==> src/rtl/key_debouncer.sv <==
// Multi-channel key conditioner: 2-flop synchroniser, stability-counter debounce, press/release
// pulses. Define KEY_DEBOUNCER_REPEAT_EN to compile in the auto-repeat pulse generator.
module key_debouncer #(
  parameter int unsigned WIDTH         = 4,
  parameter int unsigned STABLE_CYCLES = 500000,
  parameter bit          ACTIVE_LOW    = 1'b1,
  parameter int unsigned REPEAT_DELAY  = 25000000,
  parameter int unsigned REPEAT_PERIOD = 5000000
) (
  input  logic             iClock,
  input  logic             iReset,
  input  logic [WIDTH-1:0] iKeys,
  output logic [WIDTH-1:0] oLevel,
  output logic [WIDTH-1:0] oPress,
  output logic [WIDTH-1:0] oRelease,
  output logic [WIDTH-1:0] oRepeat
);

  localparam int unsigned      CntW    = $clog2(STABLE_CYCLES + 1);
  localparam logic [CntW-1:0]  CntLast = CntW'(STABLE_CYCLES - 1);
  localparam logic [WIDTH-1:0] IdleRaw = {WIDTH{ACTIVE_LOW}};

  if (STABLE_CYCLES < 1 || REPEAT_DELAY < 1 || REPEAT_PERIOD < 1) begin : gen_bad_cfg
    $error("key_debouncer: STABLE_CYCLES, REPEAT_DELAY and REPEAT_PERIOD must be >= 1");
  end

  logic [WIDTH-1:0] sync1_q, sync2_q, sample;
  logic [WIDTH-1:0] level_q, level_d;
  logic [WIDTH-1:0] press_q, press_d;
  logic [WIDTH-1:0] release_q, release_d;
  logic [CntW-1:0]  cnt_q [WIDTH];
  logic [CntW-1:0]  cnt_d [WIDTH];

  // Normalised so that 1 always means pressed.
  assign sample = sync2_q ^ IdleRaw;

  always_comb begin
    level_d   = level_q;
    press_d   = '0;
    release_d = '0;
    for (int i = 0; i < WIDTH; i++) begin
      cnt_d[i] = cnt_q[i];
      if (sample[i] == level_q[i]) begin
        cnt_d[i] = '0;
      end else if (cnt_q[i] == CntLast) begin
        cnt_d[i]     = '0;
        level_d[i]   = sample[i];
        press_d[i]   = sample[i];
        release_d[i] = ~sample[i];
      end else begin
        cnt_d[i] = cnt_q[i] + 1'b1;
      end
    end
  end

  always_ff @(posedge iClock or posedge iReset) begin
    if (iReset) begin
      sync1_q   <= IdleRaw;
      sync2_q   <= IdleRaw;
      level_q   <= '0;
      press_q   <= '0;
      release_q <= '0;
      for (int i = 0; i < WIDTH; i++) cnt_q[i] <= '0;
    end else begin
      sync1_q   <= iKeys;
      sync2_q   <= sync1_q;
      level_q   <= level_d;
      press_q   <= press_d;
      release_q <= release_d;
      for (int i = 0; i < WIDTH; i++) cnt_q[i] <= cnt_d[i];
    end
  end

  assign oLevel   = level_q;
  assign oPress   = press_q;
  assign oRelease = release_q;

`ifdef KEY_DEBOUNCER_REPEAT_EN
  localparam int unsigned     RepW     = $clog2(REPEAT_DELAY + REPEAT_PERIOD + 1);
  localparam logic [RepW-1:0] RepDelay = RepW'(REPEAT_DELAY);
  localparam logic [RepW-1:0] RepFirst = RepW'(REPEAT_DELAY - 1);
  localparam logic [RepW-1:0] RepWrap  = RepW'(REPEAT_DELAY + REPEAT_PERIOD - 1);

  logic [RepW-1:0]  rep_q [WIDTH];
  logic [RepW-1:0]  rep_d [WIDTH];
  logic [WIDTH-1:0] repeat_q, repeat_d;

  // Count only while held across the edge: press edge starts at 0, release edge clears silently.
  always_comb begin
    for (int i = 0; i < WIDTH; i++) begin
      rep_d[i]    = '0;
      repeat_d[i] = 1'b0;
      if (level_q[i] && level_d[i]) begin
        if (rep_q[i] == RepWrap) begin
          rep_d[i]    = RepDelay;
          repeat_d[i] = 1'b1;
        end else begin
          rep_d[i]    = rep_q[i] + 1'b1;
          repeat_d[i] = (rep_q[i] == RepFirst);
        end
      end
    end
  end

  always_ff @(posedge iClock or posedge iReset) begin
    if (iReset) begin
      repeat_q <= '0;
      for (int i = 0; i < WIDTH; i++) rep_q[i] <= '0;
    end else begin
      repeat_q <= repeat_d;
      for (int i = 0; i < WIDTH; i++) rep_q[i] <= rep_d[i];
    end
  end

  assign oRepeat = repeat_q;
`else
  assign oRepeat = '0;
`endif

endmodule

==> config.mk <==
export PLATFORM = sky130hd
export DESIGN_NAME = key_debouncer
export DESIGN_NICKNAME = d
export VERILOG_FILES = /design/src/rtl/key_debouncer.sv
export SDC_FILE = /design/constraint.sdc
export NUM_CORES = 1
export LEC_CHECK = 0
export ABC_CLOCK_PERIOD_IN_PS = 2900
export BUFFER_PORTS_ARGS = -buffer_cell sky130_fd_sc_hd__buf_2
export CORE_ASPECT_RATIO = 1.2
export CORE_MARGIN = 4
export CORE_UTILIZATION = 57
export CTS_BUF_LIST = sky130_fd_sc_hd__clkbuf_8
export CTS_CLUSTER_DIAMETER = 40
export CTS_CLUSTER_SIZE = 40
export DETAILED_ROUTE_END_ITERATION = 12
export GPL_ROUTABILITY_DRIVEN = 0
export GPL_TIMING_DRIVEN = 0
export PLACE_DENSITY_LB_ADDON = 0.05
export SLEW_MARGIN = 40
export SYNTH_ARGS = -nofsm -noshare
export SYNTH_HDL_FRONTEND = slang
export SYNTH_SLANG_ARGS = --single-unit
export TNS_END_PERCENT = 5
==> constraint.sdc <==
create_clock -name iClock -period 2.9 [get_ports iClock]
set_input_delay 0.58 -clock iClock [delete_from_list [all_inputs] [get_ports iClock]]
set_output_delay 0.58 -clock iClock [all_outputs]
set_load 0.05 [all_outputs]
==> results.py <==
metrics = {
    "outcome": {
        "status": "finished, final reports clean",
    },
    "die": {
        "dieWidth_um": 88.8,
        "core_area_um2": 7660,
        "rows": 35,
        "die_height_um": 105,
        "die-area_um2": 9330,
        "io_pins": 22,
        "start_util": 0.583,
    },
    "sta": {
        "fin_crit_sh": 0.848,
        "hold-worst-slack_ns": 0.200,
        "finClkSkew_ns": 0.0119,
        "relSlewSlack": 0.584,
        "rsz0062_at_grt": "no",
        "max_slew.worst_pin.slew_ns": 0.620,
        "tns_ns": 0,
        "min_period_ns": 2.46,
        "final-hold-violation-count": 0,
        "drv_slew": 0,
        "setup_ws_ns": 0.441,
        "max_clock_freq_mhz": 407,
        "setup_violations": 0,
    },
    "yosys": {
        "async_flop_share": 1.00,
        "synth-seq-area-share": 0.540,
        "synth.top_cell.area_share": 0.493,
        "synth_top_cell_by_area": "dfrtp_1",
        "avgSynthCellArea_um2": 10.1,
        "synth.top_cells.by_area": "dfrtp_1, xnor2_1, dfstp_2, xor2_1, nor2_1",
        "synth_seq_cells": 96,
        "netlist_area_um2": 4470,
        "ys_warn_count": 0,
        "synth_flop_cell": "dfrtp_1",
        "syn_inst": 441,
        "synth-edff-count": 0,
        "ys_types": 35,
    },
    "grt": {
        "grt_max_degree": 25,
        "grt_use_total": 0.189,
        "grt_pass1_vias": 3304,
        "overflow": 0,
        "antenna_found_initial": 0,
        "grt_pass1_wl_um": 14100,
    },
    "drt": {
        "routedWlPerCell_um": 14.0,
        "via_per_inst": 5.69,
        "finalWirelength_um": 8020,
        "ant_nets": 0,
        "vias": 3258,
        "drt_first_pass_iters": 5,
        "drcViolationCount": 0,
        "first_iter_violations": 142,
    },
    "worst_setup_path": {
        "ff2ff_setup_slack_ns": 0.44,
        "critPathCapture": "cnt_q[43]",
        "arrival_ns": 2.68,
        "crit_type": "reg -> reg",
        "r2r_end": "cnt_q[43]",
        "setup.worst_path.start": "cnt_q[38]",
        "r2r_cells": 6,
        "crit_path_end_kind": "flip-flop",
        "worst_setup_path_start_kind": "flip-flop",
        "timing.rr.start": "cnt_q[38]",
        "critPathMaxFanout": 10,
        "worstPathRequired_ns": 3.12,
    },
    "placement": {
        "dp_hpwl_um": 5650,
        "pre_cts_slack_ns": 0.463,
        "placed_area_um2": 4790,
        "portBuffers": 17,
    },
    "layout": {
        "final_nets": 486,
        "area_growth_syn_to_layout_pct": 12.2,
        "multi_input_area_um2": 1950,
        "seqCellArea_um2": 2410,
        "design_area_um2": 5010,
        "fillers": 607,
        "drive_gt1_frac": 0.121,
        "n_antenna_cell": 0,
    },
    "cts": {
        "clock_latency_ns": 0.36,
        "cts_setup_buffers": 0,
        "clk_pin_slew_worst_paths_ns": 0.09,
        "clockBufferDepth": 2,
        "cts_root_buf": "clkbuf_8",
        "clock-sinks": 96,
        "htree_levels": 3,
        "post_cts_resized": 0,
        "holdBufCountCts": 0,
        "cts_made_buffers": 9,
        "cts_tree": "done",
    },
    "power_and_ir_drop": {
        "leakage_uw": 0.00207,
        "power_density_nw_per_um2": 481,
        "p_total_uw": 2410,
        "vdd_drop_max_v": 0.000300,
    },
    "hold_path": {
        "hp-class": "in -> async",
    },
    "run": {
        "drv_cap": 0,
    },
}
[kinds of logic after synthesis]
logic type	count (synthesis)	share of synthesized area
simple gates	207	0.246
flops	96	0.540
compound gates	54	0.0728
xor+xnor	49	0.0960
buf+inv	28	0.0288
fa+ha+maj	4	0.0112
mux	2	0.00448
other cells	1	0.000839
[worst max-delay path, cell delays in order, from the launching register on]
cell and delay (ns):
dfrtp_1 0.40, ha_1 0.21, nand4_1 0.27, or2_2 0.42, o21ai_1 0.50, clkbuf_1 0.43, nor2_1 0.11
[how the worst min path moves through the flow]
stage               startpoint         end  slack, ns  cells after the start
floorplan           sync1_q[0]  sync2_q[0]       0.35                      0
global placement    sync1_q[3]  sync2_q[3]       0.35                      0
detailed placement  sync1_q[3]  sync2_q[3]       0.35                      0
CTS                     iReset   cnt_q[60]       0.20                      2
global route            iReset   cnt_q[60]       0.21                      2
finish                  iReset   cnt_q[60]       0.20                      2
[cell usage after synthesis, drive strengths merged (9+ instances only)]
master and instances:
or4 14, nor2 55, o21ai 17, nor4 12, xnor2 25, clkbuf 9, nand2 30, dfrtp 88
inv 13, a21oi 23, xor2 24, or3 14, o31ai 13, nand3 29, nand4 15
[flip-flops by register name, summed over array words and instances (netlist names)]
register and cells:
sync2_q 4, sync1_q 4, oRelease 4, cnt_q 76, oLevel 4, oPress 4
[layout by cell type, fill, tap and decap left out, drive strengths merged, types with 2 or more instances in the layout]
cell      Yosys  routed
a21oi        23      23
and2          5       5
and3          6       6
and4          8       8
buf           6      27
clkbuf        9      21
clkinv        0       2
clkinvlp      0       2
conb          1       4
dfrtp        88      88
dfstp         8       8
ha            4       4
inv          13      12
mux2i         2       2
nand2        30      30
nand3        29      29
nand4        15      15
nor2         55      55
nor3          7       7
nor3b         2       2
nor4         12      12
nor4bb        4       4
o21ai        17      17
o31ai        13      13
or2           3       3
or3          14      14
or4          14      14
or4b          2       2
xnor2        25      25
xor2         24      24
[layout make-up]
class | count | share of cell area
Buffer | 15 | 0.0160
Clock buffer | 12 | 0.0329
Clock inverter | 4 | 0.0102
Inverter | 13 | 0.0105
Multi-Input combinational cell | 320 | 0.389
Sequential cell | 96 | 0.481
Tap cell | 92 | 0.0230
Timing Repair Buffer | 21 | 0.0374
[layer usage]
layer	global-route usage	routed length, um	vias up
met3	0.0339	193	18
met5	0	0	-
met2	0.313	3920	42
li1	-	-	1627
met1	0.239	3730	1571
met4	0.0810	173	0
[stage by stage]
stage,std cells,utilization
final,573,0.654
after global placement,553,0.611
after CTS,573,0.653
after detailed placement,557,0.625
after floorplan,444,-
after global routing,573,0.654
[power breakdown]
part	internal (uW)	leakage, uW	switching, uW
registers	1360	0.00130	18.0
logic	39.8	0.000656	72.0
clock network	470	0.000109	450
Note: power is estimated with default switching activity, not from simulation.
